--- src/rtl/vec_dot_ctrl.sv ---
`default_nettype none
// ============================================================================
// Module   : vec_dot_ctrl (with internal vec_mul)
// Brief    : Streams N-beat dot-product jobs through a pipelined 16-lane
//            multiply/adder-tree and accumulates one signed result per job.
// Revision : 1.0  initial release
// ============================================================================

// Pipelined C-lane signed multiply followed by a registered binary adder tree.
// Latency is 1 (products) + log2(C) (tree levels); C must be a power of two.
module vec_mul #(
    parameter int C   = 16,
    parameter int W_X = 8,
    parameter int W_K = 8,
    parameter int W_Y = W_X + W_K + $clog2(C)
) (
    input  logic                  clk,
    input  logic                  rst,
    input  logic                  i_en,
    input  logic [C*W_X-1:0]      i_x,
    input  logic [C*W_K-1:0]      i_k,
    output logic signed [W_Y-1:0] o_y
);
    localparam int W_P    = W_X + W_K;
    localparam int N_NODE = 2 * C - 1;

    logic signed [W_P-1:0] w_prod [C];
    // Heap-ordered tree: node j sums children 2j+1 and 2j+2, leaves at C-1..2C-2.
    logic signed [W_Y-1:0] r_node [N_NODE];

    always_comb begin
        for (int i = 0; i < C; i++) begin
            w_prod[i] = W_P'($signed(i_x[i*W_X +: W_X])) * W_P'($signed(i_k[i*W_K +: W_K]));
        end
    end

    always_ff @(posedge clk) begin
        if (rst) begin
            for (int j = 0; j < N_NODE; j++) begin
                r_node[j] <= '0;
            end
        end else if (i_en) begin
            for (int i = 0; i < C; i++) begin
                r_node[C-1+i] <= {{(W_Y-W_P){w_prod[i][W_P-1]}}, w_prod[i]};
            end
            for (int j = 0; j < C - 1; j++) begin
                r_node[j] <= r_node[2*j+1] + r_node[2*j+2];
            end
        end
    end

    assign o_y = r_node[0];
endmodule

module vec_dot_ctrl #(
    parameter int C         = 16,
    parameter int W_X       = 8,
    parameter int W_K       = 8,
    parameter int MAX_BEATS = 64,
    parameter int W_Y       = W_X + W_K + $clog2(C),
    parameter int LATENCY   = $clog2(C) + 1,
    parameter int W_N       = $clog2(MAX_BEATS + 1),
    parameter int W_ACC     = W_Y + $clog2(MAX_BEATS)
) (
    input  logic                    clk,
    input  logic                    rst,
    input  logic                    start,
    input  logic [W_N-1:0]          cfg_beats,
    input  logic                    s_valid,
    output logic                    s_ready,
    input  logic [C*W_X-1:0]        s_x,
    input  logic [C*W_K-1:0]        s_k,
    output logic                    m_valid,
    input  logic                    m_ready,
    output logic signed [W_ACC-1:0] m_data,
    output logic                    busy
);
    typedef enum logic [1:0] {
        S_IDLE  = 2'd0,
        S_FEED  = 2'd1,
        S_DRAIN = 2'd2,
        S_OUT   = 2'd3
    } state_t;

    localparam logic [W_N-1:0] c_max_beats = W_N'(MAX_BEATS);

    state_t                  r_state;
    logic [W_N-1:0]          r_n;
    logic [W_N-1:0]          r_cnt;
    logic [LATENCY-1:0]      r_tag;
    logic signed [W_ACC-1:0] r_acc;

    logic                    w_accept;
    logic                    w_start_ok;
    logic [C*W_X-1:0]        w_mx;
    logic [C*W_K-1:0]        w_mk;
    logic signed [W_Y-1:0]   w_y;
    logic signed [W_ACC-1:0] w_acc_next;

    assign w_accept   = s_valid && s_ready;
    assign w_start_ok = start && (cfg_beats != '0) && (cfg_beats <= c_max_beats);
    assign w_mx       = w_accept ? s_x : '0;
    assign w_mk       = w_accept ? s_k : '0;
    assign w_acc_next = r_acc + (r_tag[LATENCY-1] ? {{(W_ACC-W_Y){w_y[W_Y-1]}}, w_y} : '0);

    vec_mul #(
        .C   (C),
        .W_X (W_X),
        .W_K (W_K),
        .W_Y (W_Y)
    ) u_vec_mul (
        .clk  (clk),
        .rst  (rst),
        .i_en (1'b1),
        .i_x  (w_mx),
        .i_k  (w_mk),
        .o_y  (w_y)
    );

    always_ff @(posedge clk) begin
        if (rst) begin
            r_state <= S_IDLE;
            r_n     <= '0;
            r_cnt   <= '0;
            r_tag   <= '0;
            r_acc   <= '0;
            s_ready <= 1'b0;
            m_valid <= 1'b0;
            m_data  <= '0;
            busy    <= 1'b0;
        end else begin
            // Tag marks which vec_mul outputs belong to accepted beats.
            r_tag <= {r_tag[LATENCY-2:0], w_accept};
            r_acc <= w_acc_next;
            case (r_state)
                S_IDLE: begin
                    if (w_start_ok) begin
                        r_n     <= cfg_beats;
                        r_cnt   <= '0;
                        r_acc   <= '0;
                        s_ready <= 1'b1;
                        busy    <= 1'b1;
                        r_state <= S_FEED;
                    end
                end
                S_FEED: begin
                    if (w_accept) begin
                        r_cnt <= r_cnt + 1'b1;
                        if (r_cnt == r_n - 1'b1) begin
                            s_ready <= 1'b0;
                            r_state <= S_DRAIN;
                        end
                    end
                end
                S_DRAIN: begin
                    // Leave once only the final tag (being accumulated now) remains.
                    if (r_tag[LATENCY-2:0] == '0) begin
                        m_valid <= 1'b1;
                        m_data  <= w_acc_next;
                        r_state <= S_OUT;
                    end
                end
                S_OUT: begin
                    if (m_ready) begin
                        m_valid <= 1'b0;
                        busy    <= 1'b0;
                        r_state <= S_IDLE;
                    end
                end
                default: r_state <= S_IDLE;
            endcase
        end
    end
endmodule
`default_nettype wire
--- config.mk ---
export PLATFORM = sky130hd
export DESIGN_NAME = vec_dot_ctrl
export DESIGN_NICKNAME = d
export VERILOG_FILES = /design/src/rtl/vec_dot_ctrl.sv
export SDC_FILE = /design/constraint.sdc
export NUM_CORES = 2
export LEC_CHECK = 0
export CORE_MARGIN = 5
export CORE_UTILIZATION = 58
export DETAILED_ROUTE_END_ITERATION = 12
export PLACE_DENSITY = 0.88
export SYNTH_ARGS = -nofsm -noshare
export SYNTH_HDL_FRONTEND = slang
export SYNTH_HIERARCHICAL = 1
export SYNTH_SLANG_ARGS = --single-unit
--- constraint.sdc ---
create_clock -name clk -period 5.8 [get_ports clk]
set_input_delay 0.87 -clock clk [delete_from_list [all_inputs] [get_ports clk]]
set_output_delay 0.87 -clock clk [all_outputs]
set_load 0.05 [all_outputs]
After elaboration in Yosys (flattened, before gate mapping)

Memories as Yosys holds them, arrays and structs flattened.
Cells that the tools add are included.

$add $sub $neg: 18
Multiply operators: 16
Magnitude comparators: 1
Equal/unequal tests: 9
Multiplexer cells: 56
Bitwise operators: 31
Reductions and logical operators: 16

Operator list:

| cell                                                                | number |
|---|---|
| 20-bit 2-to-1 mux                                                   | 31 |
| 20-bit adder                                                        | 15 |
| 8-bit by 8-bit multiplier with 16-bit output                        | 16 |
| 128-bit 2-to-1 mux                                                  | 2 |
| 26-bit 2-to-1 mux                                                   | 3 |
| 1-bit bitwise OR                                                    | 31 |
| 26-bit adder                                                        | 1 |
| 7-bit 2-to-1 mux                                                    | 2 |
| 7-bit case mux with 2 select lines                                  | 1 |
| 2-bit 2-to-1 mux                                                    | 5 |
| 2-bit != test (second input constant)                               | 5 |
| 3-bit AND reduction                                                 | 3 |
| 1-bit 2-to-1 mux                                                    | 8 |
| 2-bit case mux with 4 select lines                                  | 1 |
| 7-bit by 1-bit adder with 7-bit output (second input constant)      | 1 |
| 7-bit == test                                                       | 1 |
| 7-bit less-or-equal comparator (second input constant)              | 1 |
| 7-bit nonzero test                                                  | 1 |
| 7-bit by 1-bit subtractor with 7-bit output (second input constant) | 1 |
| 1-bit case mux with 2 select lines                                  | 3 |
| 2-bit nonzero test                                                  | 3 |
| 5-bit AND reduction                                                 | 1 |
| 2-bit == test (second input constant)                               | 2 |
| 4-bit zero test                                                     | 1 |
| 5 further kinds                                                     | 8 |

Register bits: 76
Bits in writable memories: 620
Bits of input ports: 268
Output and inout bits: 29
Logic and storage cells: 157
Memories kept: 1

Memories:

| memory           | depth | bits a word | read ports | clocked after Yosys merged registers in | write ports | line | text |
|---|---|---|---|---|---|---|---|
| u_vec_mul.r_node | 31    | 20          | 31         | 0                                       | 31          | 29   | `logic signed [W_Y-1:0] r_node [N_NODE];` |

Longest topological paths before layout

Depth after elaboration: 5
Mapped depth: 21
Mapped depth without buffers: 19

Cells and area by module

Netlist, hierarchy kept.

By module, submodules not included:

| module       | times used | cells an instance | area an instance (um2) | sequential area each (um2) |
|---|---|---|---|---|
| vec_mul      | 1          | 7385              | 69336.5                | 14614.0 |
| vec_dot_ctrl | 1          | 901               | 6563.8                 | 1521.5 |

Worst setup path before layout

Ideal clock, no wire load.

Path kind: input -> register
Start point: input port s_valid
End point: memory u_vec_mul/r_node[1][34] (netlist bit), data pin
Library setup time: 266 ps
Arrival: 5270 ps
Required time: 5534 ps
Path slack: 264 ps
Stages: 18
Buffers on the path: 2
Cell sequence: clkbuf_1 > clkbuf_1 > and3_1 > nand2_1 > fa_1 > fa_1 > fa_1 > fa_1 > inv_1 > ha_1 > a21o_1 > a21oi_1 > o21bai_1 > a2111oi_0 > nor3_1 > a31oi_1 > xor2_1 > nor2_1

RTL lines:

| element         | line | text |
|---|---|---|
| start, declared | 69   | `input logic s_valid,` |
| end, declared   | 29   |  |

==> flow_summary_export.csv <==
group,metric,value,unit
synth,count_of_flip_flops_with_a_built_in_enable_after_synthesis,348,
synth,post_synth.cell_area_avg,9.16,µm²
power_and_ir_drop,power-per-cell-area,150,nW/µm²
grt,globalRouteTotalUtil,26.5,%
grt,first_global_vias,62700,
die,die_footprint,138000,µm²
setup_path,critical_path_peak_fanout,132,
grt,grt_start_max_net_pins,349,
finish,synthToLayoutAreaGrowth,13.0,%
clock_network,tritoncts_buffers,69,
grt,initial_antenna_violation_count,4,
finish,layout_commonest_cell,"sky130_fd_sc_hd__inv_1",
placement,detailed_place_hpwl,146000,µm
setup_path,critical_path_depth,20,
synth,postSynth.asyncResetShare,0,%
clock_network,cts.reportedPaths.clkPinSlew,0.06,ns
routing,wire_per_inst,17.1,µm
routing,route.detailed.vias_per_inst,5.59,
timing,worst_clock_skew,0.0243,ns
power_and_ir_drop,fin_total_pwr,12.8,mW
setup_path,cpLargestDelayFamily,"adder cells",
die,io_pins,297,
die,floorplan.initialDensity,58.5,%
clock_network,clock_tree.buffer_depth,3,
setup_path,worst_path_largest_cell_delay,0.53,ns
routing,drtAntennaViolNets,0,
routing,remaining_drc_errors,0,
clock_network,cts.htree.levels,3,
timing,setup_viol,0,
power_and_ir_drop,max-vdd-ir-drop,198,µV
hold_path,timing.hold.worst_endpoint,"m_data[12]",
placement,place_inst,10500,
grt,gr-total-overflow,0,
synth,syn-cell-area,75900,µm²
timing,fin_crit,5.57,ns
synth,postSynthRegisterBits,632,
die,placeableCoreArea,130000,µm²
clock_network,cts.sink_count,632,
timing,setup_total_negative_slack,0,ns
synth,synth_seq_area_share,21.3,%
timing,finalHoldViolations,0,
clock_network,clock_tree.root_cell,"sky130_fd_sc_hd__clkbuf_16",
setup_path,critical_path_s_slowest_cell,"sky130_fd_sc_hd__fa_1",
timing,max_freq,179,MHz
die,floorplan.die.height,372,µm
setup_path,path_buf_inv,6,
setup_path,worst_reg2reg_path_depth,20,
timing,layout_worst_path_cycle_share,96.1,%
setup_path,arrival,6.04,ns
setup_path,startpoint_type,"flop",
setup_path,crit_type,"flop to flop",
finish,layout.cells.non_filler,10700,
timing,slew_of_the_pin_with_the_lowest_slew_margin,4.57,ns
placement,port_buffers,296,
timing,number_of_pins_with_negative_max_slew_slack_in_the_final_report,45,
finish,layout.cells.most_common_list,"1366 x sky130_fd_sc_hd__inv_1, 896 x sky130_fd_sc_hd__fa_1, 756 x sky130_fd_sc_hd__ha_1, 720 x sky130_fd_sc_hd__and2_1, 633 x sky130_fd_sc_hd__nor2_1",
routing,drt-pass1-iter-count,6,
finish,final_nets,10800,
finish,drive_above_1_share,6.72,%
power_and_ir_drop,total_leakage_power,41.9,nW
timing,rsz_0062_raised_after_global_routing,"no",
routing,detail_route.wirelength,182000,µm
status,status,"complete, but fails checks",
timing,worst_slew_margin_rel,-206,%
routing,via_count,59600,
job,max_cap_violations,0,
placement,gp_routability_congestion,0.935,
clock_network,cts_tree,"done",
die,floorplan.rows,132,
setup_path,rrSetupSlack,0.23,ns
hold_path,holdCritStartpoint,"m_data[12]",
setup_path,r2r-end,"u_vec_mul/r_node[1][192]",
setup_path,timing.critical_path.required,6.27,ns
synth,synth_cell_types,98,
routing,drc_violation_total_after_the_first_tritonroute_iteration,4358,
setup_path,timing.critical_path.to_type,"flop",
status,failed_checks,"slew limit",
synth,synth_ff_type,"sky130_fd_sc_hd__edfxtp_1",
synth,syn_inst,8286,
clock_network,cts_post_setup_buffers_inserted,0,
hold_path,hold_depth,2,
grt,grt_first_pass_wirelength,304000,µm
synth,total_number_of_yosys_warnings,6,
setup_path,crit-reg2reg-launch,"s_ready",
hold_path,hold_class,"flop to flop",
clock_network,clock_insertion_delay_at_the_later_pin_of_the_skew_report,0.62,ns
setup_path,crit_path_cell_trace,"buf_16 > buf_6 > and3_1 > and2_1 > fa_1 > inv_1 > fa_1 > inv_1 > fa_1 > inv_1 > fa_1 > inv_1 > ha_1 > o21ai_0 > a21boi_0 > o21ai_0 > a21oi_1 > a21oi_1 > xor2_1 > o21ai_0",
die,die_width,372,µm
timing repair:
action	4_1_cts	5_1_grt
setup endpoints to repair	0	7
hold buffers	0	0
resized for setup	0	7
kinds of logic after synthesis:
| kind of cell | Yosys count | share of synthesized area, % |
|---|---|---|
| other cells | 1 | 0.00494 |
| buf+inv | 1566 | 7.87 |
| flops | 632 | 21.3 |
| mux | 123 | 1.65 |
| xor+xnor | 447 | 5.18 |
| compound gates | 1028 | 8.59 |
| simple gates | 2837 | 19.4 |
| fa+ha+maj | 1652 | 36.1 |
how the worst max path moves through the flow:
stage	endpoint	from	slack (ns)
3_5_place_dp	u_vec_mul/r_node[1][34]	s_valid	-0.39
4_1_cts	u_vec_mul/r_node[1][232]	s_valid	0.29
3_3_place_gp	u_vec_mul/r_node[1][274]	s_valid	-0.22
2_1_floorplan	u_vec_mul/r_node[1][34]	s_valid	0.26
6_report	u_vec_mul/r_node[1][192]	s_ready	0.23
5_1_grt	u_vec_mul/r_node[1][34]	s_ready	0.02
power by group:
part	internal (mW)	switching, mW
Sequential	4.99	0.150
Combinational	1.31	1.91
Clock	2.63	1.86
cell usage after synthesis, types with 23 or more instances:
cell / n / area, µm²
sky130_fd_sc_hd__mux2i_1: 109 / 1090
sky130_fd_sc_hd__fa_1: 896 / 17900
sky130_fd_sc_hd__edfxtp_1: 348 / 10500
sky130_fd_sc_hd__and2_1: 720 / 4500
sky130_fd_sc_hd__inv_1: 1366 / 5130
sky130_fd_sc_hd__a211oi_1: 80 / 601
sky130_fd_sc_hd__buf_1: 25 / 93.8
sky130_fd_sc_hd__a21oi_1: 335 / 1680
sky130_fd_sc_hd__nand3_1: 100 / 500
sky130_fd_sc_hd__a21boi_0: 23 / 173
sky130_fd_sc_hd__ha_1: 756 / 9460
sky130_fd_sc_hd__xor2_1: 141 / 1230
sky130_fd_sc_hd__or3_1: 35 / 219
sky130_fd_sc_hd__nand4_1: 25 / 156
sky130_fd_sc_hd__clkbuf_1: 144 / 541
sky130_fd_sc_hd__a31oi_1: 55 / 344
sky130_fd_sc_hd__nor2_1: 634 / 2380
sky130_fd_sc_hd__dfxtp_1: 284 / 5690
sky130_fd_sc_hd__o21bai_1: 31 / 233
sky130_fd_sc_hd__and3_1: 311 / 1950
sky130_fd_sc_hd__nor3_1: 170 / 851
sky130_fd_sc_hd__a21o_1: 75 / 563
sky130_fd_sc_hd__nand2b_1: 78 / 488
sky130_fd_sc_hd__o21ai_0: 212 / 1060
sky130_fd_sc_hd__nor2b_1: 149 / 932
sky130_fd_sc_hd__or2_2: 25 / 156
sky130_fd_sc_hd__o21a_1: 35 / 263
sky130_fd_sc_hd__nand2_1: 505 / 1900
sky130_fd_sc_hd__xnor2_1: 305 / 2670
worst reg2reg max path: cells and delay by family, from the launching register on:
kind | cells | cell delay (ns)
compound gates | 6 | 1.00
xor+xnor | 1 | 0.27
flops | 1 | 0.36
fa+ha+maj | 5 | 2.34
simple gates | 2 | 0.48
buf+inv | 6 | 0.99
metal layers:
metal / wire length [µm] / share of wire, % / track usage (%) / up-vias
met5: 13 / 0.0071 / 0 / -
met4: 5810 / 3.2 / 8.33 / 2
met3: 10200 / 5.6 / 2.93 / 390
met2: 89900 / 49 / 46.5 / 1910
met1: 76100 / 42 / 34.4 / 29200
li1: - / - / - / 28200
through the flow:
step	area [µm²]	setup slack [ns]	hold slack (ns)	utilization, %
after floorplan	75900	0.264	0.438	-
after global placement	83400	-0.223	0.444	64.3
after detailed placement	83400	-0.386	0.457	64.3
after CTS	85700	0.291	0.467	66.1
after global routing	85800	0.0153	0.480	66.1
final	85800	0.227	0.463	66.1
final cells by class:
cell class                      instances  area, µm²
Antenna cell                            2       5.00
Multi-Input combinational cell       6090      53800
Clock buffer                           95       2010
Sequential cell                       632      16100
Timing Repair Buffer                  704       6190
Inverter                             1368       5130
Fill cell                            9836      44000
Tap cell                             1742       2180
Clock inverter                         31        303
state kept, by name, indices dropped and copies added (netlist names):
name              count
r_cnt                 7
u_vec_mul/r_node    556
r_tag                 5
r_state               2
m_data               26
m_valid               1
busy                  1
r_acc                26
r_n                   7
s_ready               1
Note: power is estimated with default switching activity, not from simulation.
